[src/rtl/uart_pkg.sv]
// Shared definitions for the 8N1 serial receiver: receiver states, default bit
// timing for the 50 MHz board clock, and frame shape.
package uart_pkg;

  localparam int CLKS_PER_BIT_DEFAULT = 434;
  localparam int DATA_BITS            = 8;
  localparam int STOP_BITS            = 1;
  localparam int FRAME_BITS           = 1 + DATA_BITS + STOP_BITS;

  typedef enum logic [2:0] {
    ST_IDLE,
    ST_START,
    ST_DATA,
    ST_STOP,
    ST_BREAK
  } rxState_e;

  function automatic bit isPow2(input int value);
    return (value > 0) && ((value & (value - 1)) == 0);
  endfunction

endpackage

[src/rtl/uart_rx_fifo.sv]
// Small synchronous byte FIFO with first-word-fall-through output, used by
// uart_rx_8n1 when UART_RX_FIFO_EN is defined.
module uart_rx_fifo #(
  parameter int WIDTH = 8,
  parameter int DEPTH = 4
) (
  input  logic             clk_i,
  input  logic             rst_ni,
  input  logic             push_i,
  input  logic [WIDTH-1:0] data_i,
  input  logic             pop_i,
  output logic [WIDTH-1:0] data_o,
  output logic             full_o,
  output logic             empty_o
);

  localparam int AW = $clog2(DEPTH);

  logic [WIDTH-1:0] mem_q [DEPTH];
  logic [AW-1:0]    wrPtr_q;
  logic [AW-1:0]    rdPtr_q;
  logic [AW:0]      count_q;
  logic             doPush;
  logic             doPop;

  assign full_o  = (count_q == (AW + 1)'(DEPTH));
  assign empty_o = (count_q == '0);
  assign data_o  = mem_q[rdPtr_q];

  // A pop frees the head slot in the same cycle, so a full FIFO may still accept a push.
  assign doPop  = pop_i & ~empty_o;
  assign doPush = push_i & (~full_o | doPop);

  always_ff @(posedge clk_i or negedge rst_ni) begin
    if (!rst_ni) begin
      for (int i = 0; i < DEPTH; i++) begin
        mem_q[i] <= '0;
      end
      wrPtr_q <= '0;
      rdPtr_q <= '0;
      count_q <= '0;
    end else begin
      if (doPush) begin
        mem_q[wrPtr_q] <= data_i;
        wrPtr_q        <= wrPtr_q + 1'b1;
      end
      if (doPop) begin
        rdPtr_q <= rdPtr_q + 1'b1;
      end
      case ({doPush, doPop})
        2'b10:   count_q <= count_q + 1'b1;
        2'b01:   count_q <= count_q - 1'b1;
        default: count_q <= count_q;
      endcase
    end
  end

endmodule

[src/rtl/uart_rx_8n1.sv]
// 8N1 serial receiver with valid/ready byte output, glitch, framing and overrun detection.
// Define UART_RX_FIFO_EN to replace the single holding register with a FIFO_DEPTH-byte FIFO.
module uart_rx_8n1
  import uart_pkg::*;
#(
  parameter int CLKS_PER_BIT = CLKS_PER_BIT_DEFAULT,
  parameter int FIFO_DEPTH   = 4
) (
  input  logic       clk_50m,
  input  logic       sw_rst_n,
  input  logic       uart_rx_i,
  output logic [7:0] rx_data_o,
  output logic       rx_valid_o,
  input  logic       rx_ready_i,
  output logic       frame_err_o,
  output logic       overrun_o,
  output logic       busy_o
);

  localparam int                CNT_W     = $clog2(CLKS_PER_BIT);
  localparam logic [CNT_W-1:0]  HALF_LAST = CNT_W'(CLKS_PER_BIT / 2 - 1);
  localparam logic [CNT_W-1:0]  FULL_LAST = CNT_W'(CLKS_PER_BIT - 1);
  localparam logic [2:0]        LAST_BIT  = 3'(DATA_BITS - 1);

  if (CLKS_PER_BIT < 8 || FIFO_DEPTH < 2 || !isPow2(FIFO_DEPTH)) begin : gBadParams
    $error("uart_rx_8n1: CLKS_PER_BIT must be >= 8 and FIFO_DEPTH a power of two >= 2");
  end

  logic sync1_q;
  logic sync2_q;
  logic prev_q;
  logic lineFall;

  // Two-flop synchronizer plus one history flop; all reset to the idle-high level.
  always_ff @(posedge clk_50m or negedge sw_rst_n) begin
    if (!sw_rst_n) begin
      sync1_q <= 1'b1;
      sync2_q <= 1'b1;
      prev_q  <= 1'b1;
    end else begin
      sync1_q <= uart_rx_i;
      sync2_q <= sync1_q;
      prev_q  <= sync2_q;
    end
  end

  assign lineFall = prev_q & ~sync2_q;

  rxState_e         state_q;
  logic [CNT_W-1:0] cnt_q;
  logic [2:0]       bitCnt_q;
  logic [7:0]       shift_q;
  logic             busy_q;
  logic             frameErr_q;
  logic [CNT_W-1:0] cntLast;
  logic             cntDone;
  logic             deliver;

  always_comb begin
    cntLast = FULL_LAST;
    if (state_q == ST_START) begin
      cntLast = HALF_LAST;
    end
  end

  assign cntDone = (cnt_q == cntLast);
  assign deliver = (state_q == ST_STOP) && cntDone && sync2_q;

  always_ff @(posedge clk_50m or negedge sw_rst_n) begin
    if (!sw_rst_n) begin
      state_q    <= ST_IDLE;
      cnt_q      <= '0;
      bitCnt_q   <= '0;
      shift_q    <= '0;
      busy_q     <= 1'b0;
      frameErr_q <= 1'b0;
    end else begin
      frameErr_q <= 1'b0;
      cnt_q      <= cntDone ? '0 : cnt_q + 1'b1;
      case (state_q)
        ST_IDLE: begin
          cnt_q <= '0;
          if (lineFall) begin
            state_q <= ST_START;
            busy_q  <= 1'b1;
          end
        end
        ST_START: begin
          if (cntDone) begin
            if (!sync2_q) begin
              state_q  <= ST_DATA;
              bitCnt_q <= '0;
            end else begin
              state_q <= ST_IDLE;
              busy_q  <= 1'b0;
            end
          end
        end
        ST_DATA: begin
          if (cntDone) begin
            shift_q  <= {sync2_q, shift_q[7:1]};
            bitCnt_q <= bitCnt_q + 1'b1;
            if (bitCnt_q == LAST_BIT) begin
              state_q <= ST_STOP;
            end
          end
        end
        ST_STOP: begin
          // Leaving at mid-stop-bit gives the next start edge half a bit of slack.
          if (cntDone) begin
            if (sync2_q) begin
              state_q <= ST_IDLE;
              busy_q  <= 1'b0;
            end else begin
              frameErr_q <= 1'b1;
              state_q    <= ST_BREAK;
            end
          end
        end
        ST_BREAK: begin
          cnt_q <= '0;
          if (sync2_q) begin
            state_q <= ST_IDLE;
            busy_q  <= 1'b0;
          end
        end
        default: begin
          state_q <= ST_IDLE;
          busy_q  <= 1'b0;
        end
      endcase
    end
  end

  assign frame_err_o = frameErr_q;
  assign busy_o      = busy_q;

`ifdef UART_RX_FIFO_EN

  logic fifoFull;
  logic fifoEmpty;
  logic fifoPush;
  logic fifoPop;
  logic overrun_q;

  assign fifoPop  = ~fifoEmpty & rx_ready_i;
  assign fifoPush = deliver & (~fifoFull | fifoPop);

  uart_rx_fifo #(
    .WIDTH (8),
    .DEPTH (FIFO_DEPTH)
  ) uFifo (
    .clk_i   (clk_50m),
    .rst_ni  (sw_rst_n),
    .push_i  (fifoPush),
    .data_i  (shift_q),
    .pop_i   (fifoPop),
    .data_o  (rx_data_o),
    .full_o  (fifoFull),
    .empty_o (fifoEmpty)
  );

  always_ff @(posedge clk_50m or negedge sw_rst_n) begin
    if (!sw_rst_n) begin
      overrun_q <= 1'b0;
    end else begin
      overrun_q <= deliver & fifoFull & ~fifoPop;
    end
  end

  assign rx_valid_o = ~fifoEmpty;
  assign overrun_o  = overrun_q;

`else

  logic [7:0] hold_q;
  logic [7:0] hold_d;
  logic       holdValid_q;
  logic       holdValid_d;
  logic       overrun_q;
  logic       overrun_d;
  logic       room;

  // A consumer pop in the completion cycle makes room for the new byte.
  always_comb begin
    hold_d      = hold_q;
    holdValid_d = holdValid_q;
    overrun_d   = 1'b0;
    room        = ~holdValid_q | rx_ready_i;
    if (holdValid_q && rx_ready_i) begin
      holdValid_d = 1'b0;
    end
    if (deliver) begin
      if (room) begin
        hold_d      = shift_q;
        holdValid_d = 1'b1;
      end else begin
        overrun_d = 1'b1;
      end
    end
  end

  always_ff @(posedge clk_50m or negedge sw_rst_n) begin
    if (!sw_rst_n) begin
      hold_q      <= '0;
      holdValid_q <= 1'b0;
      overrun_q   <= 1'b0;
    end else begin
      hold_q      <= hold_d;
      holdValid_q <= holdValid_d;
      overrun_q   <= overrun_d;
    end
  end

  assign rx_data_o  = hold_q;
  assign rx_valid_o = holdValid_q;
  assign overrun_o  = overrun_q;

`endif

endmodule

[config.mk]
export PLATFORM = sky130hd
export DESIGN_NAME = uart_rx_8n1
export DESIGN_NICKNAME = d
export VERILOG_FILES = /design/src/rtl/uart_pkg.sv /design/src/rtl/uart_rx_fifo.sv /design/src/rtl/uart_rx_8n1.sv
export SDC_FILE = /design/constraint.sdc
export NUM_CORES = 1
export LEC_CHECK = 0
export CAP_MARGIN = 10
export CELL_PAD_IN_SITES_DETAIL_PLACEMENT = 1
export CELL_PAD_IN_SITES_GLOBAL_PLACEMENT = 1
export CORE_MARGIN = 2
export CORE_UTILIZATION = 46
export CTS_CLUSTER_DIAMETER = 50
export DETAILED_ROUTE_END_ITERATION = 6
export PLACE_DENSITY_LB_ADDON = 0.2
export SYNTH_ARGS = -nofsm -noshare
export SYNTH_HDL_FRONTEND = slang
export SYNTH_SLANG_ARGS = --single-unit
[constraint.sdc]
create_clock -name clk_50m -period 2.3 [get_ports clk_50m]
set_input_delay 0.575 -clock clk_50m [delete_from_list [all_inputs] [get_ports clk_50m]]
set_output_delay 0.575 -clock clk_50m [all_outputs]
set_load 0.01 [all_outputs]
==> results.sh, run 1 <==
export IMPL_netlist_area_sq_um=1720
export IMPL_hold_ws_ns=0.359
export IMPL_synth_seq_cells=38
export IMPL_nets=165
export IMPL_yosysUniqueCellTypes=43
export IMPL_syn_inst=135
export IMPL_viasPerCell=5.65
export IMPL_path_clk_slew_ns=0.07
export IMPL_wl_per_cell_um=16.1
export IMPL_row_count=22
export IMPL_synth_async_reset_ratio_pct=100
export IMPL_max_slew_worst_pin_slew_ns=0.813
export IMPL_wl_mm=3.34
export IMPL_hp_class="register to register"
export IMPL_slew_headroom_pct=45.8
export IMPL_fin_crit_ns=2.06
export IMPL_syn_area_per_cell_sq_um=12.7
export IMPL_cp_end_kind="register"
export IMPL_startpoint_type="register"
export IMPL_die_w_um=65.1
export IMPL_die_h_um=65.1
export IMPL_max_cap_violations=0
export IMPL_synth_top_cell_by_area="dfrtp_1"
export IMPL_rsz0062_at_grt="false"
export IMPL_worstPathArrival_ns=2.23
export IMPL_syn_num_nets=142
export IMPL_crit_path_max_incr_delay_ns=0.46
export IMPL_drt_iter0_drc=52
export IMPL_status="finished, final reports clean"
export IMPL_max_freq_mhz=486
export IMPL_cts_buffers=5
export IMPL_die_area_sq_um=4240
export IMPL_antenna_found_initial=0
export IMPL_place_hpwl_mm=2.43
export IMPL_slew_violations=0
export IMPL_root_buffer="clkbuf_8"
export IMPL_drive_gt1_share_pct=24.5
export IMPL_core_area_sq_um=3630
export IMPL_critical_path_top_delay_family="simple AND/OR/NAND/NOR gates"
export IMPL_slowest_stage="dfrtp_1"
export IMPL_period_share_pct=89.5
export IMPL_fillers=396
export IMPL_synth_edf_count=0
export IMPL_cts_num_sinks=38
export IMPL_gp_congestion=0.784
export IMPL_powerDensity_nw_per_um2=723
export IMPL_dominantRegCellSynth="dfrtp_1"
export IMPL_port_buffers=15
export IMPL_grt_pass1_wl_mm=5.70
export IMPL_path_max_fanout=8
export IMPL_worstPathCellList="or3b_4 -> nor3_4 -> nand3b_1 -> mux2_2"
export IMPL_cts_tree="yes"
export IMPL_final_antenna_net_count=0
export IMPL_globalRouteOverflowTotal=0
export IMPL_postCtsSetupBuffers=0
export IMPL_ys_top_cells_by_count="dfrtp_1, mux2_2, nor3_1, xor2_1"
export IMPL_diodes=0
export IMPL_worstSetupPathType="register to register"
export IMPL_cts_hold_buffers=0
export IMPL_yosys_warnings=0
export IMPL_synth_area_top_cells="dfrtp_1, mux2_2, dfstp_2, nor3_1, xor2_1"
export IMPL_h_tree_depth=2
export IMPL_fin_skew_ns=0.00865
export IMPL_drc=0
export IMPL_yosysSeqAreaShare_pct=55.5
export IMPL_p_leak_uw=0.000906
export IMPL_pin_count=16
export IMPL_cts_resized=0
export IMPL_setup_viol=0
export IMPL_grt_pass1_vias=1196
export IMPL_num_vias=1169
export IMPL_synth_most_common_cell="dfrtp_1"
export IMPL_drt_pass1_iter_count=4
export IMPL_syn2layout_area_growth_pct=16.7
export IMPL_clk_latency_ns=0.29
export IMPL_grtUsageTotal_pct=18.0
export IMPL_initial_utilization_pct=47.3
export IMPL_cp_required_ns=2.47
export IMPL_hold_viol=0
export IMPL_cts_max_path_buffers=2
export IMPL_grt_max_degree=39
export IMPL_peakVddDrop_mv=0.420
export IMPL_fin_setup_tns_ns=0
export IMPL_yosysTopAreaCellShare_pct=50.9
export IMPL_critPathBufInv=0
## flip-flops by register name (all words and copies together) (netlist names), 3 cells and up
register / flops
rx_data_o: 8
bitCnt_q: 3
shift_q: 8
cnt_q: 9
state_q: 3
## cell usage in the layout (no fill, tap or decap), types with 2 or more instances in the layout
cell              n
a22o_1            3
buf_4             5
clkbuf_8          5
clkdlybuf4s50_1  14
dfrtp_1          35
dfstp_2           3
ha_1              3
mux2_2           17
nand2_1           5
nand2b_1          2
nand3_1           4
nand3b_1          2
nand4_1           2
nand4bb_1         2
nor2_1            5
nor3_1           11
nor3b_1           4
o21ai_0           3
or4_1             2
xor2_1            6
## worst paths after layout
kind                                     from                        to  slack, ns  depth (start not counted)
max                        cnt_q[0]$_DFF_PN0_  rx_data_o[2]$_DFFE_PN0P_       0.24                          4
min                         sync1_q$_DFF_PN1_         sync2_q$_DFF_PN1_       0.36                          0
max reg2reg                cnt_q[0]$_DFF_PN0_  rx_data_o[2]$_DFFE_PN0P_       0.24                          4
min reg2reg                 sync1_q$_DFF_PN1_         sync2_q$_DFF_PN1_       0.36                          0
max in group asynchronous            sw_rst_n    state_q[0]$_DFFE_PN0P_       1.41                          1
min in group asynchronous            sw_rst_n        cnt_q[0]$_DFF_PN0_       0.38                          1
## worst register-to-register path, cell delays in order, from the launching register on
cell,delay (ns)
dfrtp_1,0.46
or3b_4,0.45
nor3_4,0.25
nand3b_1,0.39
mux2_2,0.40
## cell type report
class                   instances  area, sq um  share of cell area (%)
clock buffers                   6         72.6                    3.62
clock inverters                 2         13.8                   0.686
flip-flops and latches         38          955                    47.6
multi-input cells              92          719                    35.8
repair buffers                 20          183                    9.10
inverters                       1         3.75                   0.187
well taps                      48         60.1                    2.99
## power by group
group | switching [uW] | internal (uW) | total (uW)
combinational | 89.7 | 94.8 | 185
sequential | 92.4 | 734 | 826
clock | 227 | 214 | 440
total | 409 | 1040 | 1450
## cell families after synthesis
family	after synthesis	synth area share [%]
simple gates	51	18.9
flops	38	55.5
mux	17	11.1
compound gates	14	6.11
xor+xnor	7	3.57
buf+inv	5	2.62
fa+ha+maj	3	2.18
## per-layer routing
| metal | vias up | GRT usage (%) | share of wire, % |
|---|---|---|---|
| met3 | 4 | 5.31 | 2.5 |
| met5 | - | 0 | 0 |
| met4 | 0 | 6.25 | 1.4 |
| met1 | 609 | 22.6 | 46 |
| li1 | 543 | - | - |
| met2 | 13 | 29.9 | 50 |
## through the flow
step	total power, uW	utilization [%]	std cells	cell area (sq um)	worst slack (ns)
after floorplan	956	-	135	1720	0.366
after global placement	1010	52.9	199	1920	0.304
after detailed placement	1020	52.9	199	1920	0.227
after CTS	1470	55.2	207	2010	0.229
after global routing	1540	55.2	207	2010	0.133
final	1450	55.2	207	2010	0.241
Note: power is estimated with default switching activity, not from simulation.
==> inputs of run 2 (changes only) <==
--- a/config.mk
+++ b/config.mk
@@ -9,10 +9,12 @@
 export CELL_PAD_IN_SITES_DETAIL_PLACEMENT = 1
 export CELL_PAD_IN_SITES_GLOBAL_PLACEMENT = 1
 export CORE_MARGIN = 2
-export CORE_UTILIZATION = 46
+export CORE_UTILIZATION = 40
+export CTS_BUF_LIST = sky130_fd_sc_hd__clkbuf_2
 export CTS_CLUSTER_DIAMETER = 50
 export DETAILED_ROUTE_END_ITERATION = 6
 export PLACE_DENSITY_LB_ADDON = 0.2
+export SKIP_CTS_REPAIR_TIMING = 1
 export SYNTH_ARGS = -nofsm -noshare
 export SYNTH_HDL_FRONTEND = slang
 export SYNTH_SLANG_ARGS = --single-unit
==> results.sh, run 2 (synthesized netlist as in run 1, its figures left out) <==
export IMPL_max_freq_mhz=480
export IMPL_cts_buffers=5
export IMPL_viasPerCell=5.51
export IMPL_drt_iter0_drc=45
export IMPL_reg2reg_slack_ns=0.21
export IMPL_drive_gt1_share_pct=24.1
export IMPL_max_cap_violations=0
export IMPL_die_w_um=69.6
export IMPL_cts_max_path_buffers=2
export IMPL_slew_violations=0
export IMPL_mostFrequentLayoutCells="dfrtp_1, mux2_2, clkdlybuf4s50_1"
export IMPL_p_leak_uw=0.000883
export IMPL_globalRouteOverflowTotal=0
export IMPL_fin_crit_ns=2.09
export IMPL_grt_pass1_wl_mm=6.41
export IMPL_nets=164
export IMPL_wl_mm=3.58
export IMPL_slew_headroom_pct=43.9
export IMPL_antenna_found_initial=0
export IMPL_path_max_fanout=8
export IMPL_r2r_start="cnt_q[1]$_DFF_PN0_"
export IMPL_ff2ff_path_depth=4
export IMPL_final_core_util_pct=48.2
export IMPL_gp_congestion=0.793
export IMPL_clk_latency_ns=0.41
export IMPL_path_clk_slew_ns=0.21
export IMPL_grt_max_degree=39
export IMPL_setup_viol=0
export IMPL_die_area_sq_um=4840
export IMPL_core_area_sq_um=4060
export IMPL_row_count=23
export IMPL_startpoint_type="register"
export IMPL_cts_tree="yes"
export IMPL_port_buffers=15
export IMPL_place_hpwl_mm=2.52
export IMPL_final_antenna_net_count=0
export IMPL_worstSetupPathType="register to register"
export IMPL_fin_skew_ns=0.0205
export IMPL_hold_viol=0
export IMPL_largest_register_ffs=9
export IMPL_top_register="cnt_q"
export IMPL_critPathCapture="rx_data_o[1]$_DFFE_PN0P_"
export IMPL_status="finished, final reports clean"
export IMPL_period_share_pct=90.7
export IMPL_num_vias=1147
export IMPL_fin_setup_tns_ns=0
export IMPL_root_buffer="clkbuf_2"
export IMPL_drt_pass1_iter_count=4
export IMPL_cts_num_sinks=38
export IMPL_worstPathArrival_ns=2.39
export IMPL_pin_count=16
export IMPL_layout_commonest_cell="dfrtp_1"
export IMPL_hp_class="input pin to asynchronous set/reset pin"
export IMPL_power_total_uw=1320
export IMPL_initial_utilization_pct=42.4
export IMPL_syn2layout_area_growth_pct=13.8
export IMPL_cp_end_kind="register"
export IMPL_max_slew_worst_pin_slew_ns=0.841
export IMPL_powerDensity_nw_per_um2=673
export IMPL_fillers=432
export IMPL_drc=0
export IMPL_grt_pass1_vias=1287
export IMPL_h_tree_depth=2
export IMPL_r2r_end="rx_data_o[1]$_DFFE_PN0P_"
export IMPL_die_h_um=69.6
export IMPL_wl_per_cell_um=17.2
export IMPL_crit_start="cnt_q[1]$_DFF_PN0_"
export IMPL_peakVddDrop_mv=0.287
export IMPL_rsz0062_at_grt="false"
export IMPL_grtUsageTotal_pct=17.1
export IMPL_cp_required_ns=2.60
export IMPL_diodes=0
run 2: how the worst min path moves through the flow:
stage / startpoint / to / cells past startpoint
after floorplan: sw_rst_n / bitCnt_q[0]$_DFFE_PN0P_ / 0
after global placement: sync1_q$_DFF_PN1_ / sync2_q$_DFF_PN1_ / 0
after detailed placement: sync1_q$_DFF_PN1_ / sync2_q$_DFF_PN1_ / 0
after CTS: sw_rst_n / rx_valid_o$_DFF_PN0_ / 1
after global routing: sw_rst_n / overrun_o$_DFF_PN0_ / 1
final: sw_rst_n / overrun_o$_DFF_PN0_ / 1
run 2: area by class of cell:
type	count	area (sq um)	area share, %
Tap cell	50	62.6	3.20
Multi-Input combinational cell	92	719	36.8
Timing Repair Buffer	19	175	8.95
Clock buffer	5	25.0	1.28
Sequential cell	38	955	48.8
Clock inverter	3	16.3	0.831
Inverter	1	3.75	0.192
run 2: routing by layer:
| metal | vias up | wire [um] | GRT usage [%] |
|---|---|---|---|
| li1 | 546 | - | - |
| met1 | 574 | 1670 | 22.2 |
| met2 | 18 | 1700 | 26.6 |
| met3 | 9 | 131 | 5.23 |
| met4 | 0 | 78 | 7.19 |
| met5 | - | 0 | 0 |
run 2: report_power, final:
group          leakage [uW]  total, uW  switching (uW)  internal, uW
Combinational      0.000360        188            93.8          94.5
Clock             0.0000264        301             232          69.2
Sequential         0.000497        828            94.4           734
Total              0.000883       1320             420           897
run 2: through the flow:
step | setup WS (ns) | area [sq um] | hold slack, ns | cells
floorplan | 0.366 | 1720 | 0.279 | 135
global placement | 0.313 | 1920 | 0.349 | 200
detailed placement | 0.242 | 1920 | 0.351 | 200
global route | 0.0346 | 1960 | 0.246 | 208
CTS | 0.209 | 1960 | 0.248 | 208
finish | 0.215 | 1960 | 0.237 | 208
run 2: worst max-delay path, stage by stage, from the launching register on:
cell and delay, ns:
dfrtp_1 0.47, nand4bb_1 0.40, nor3_4 0.37, nand3b_1 0.36, mux2_2 0.38
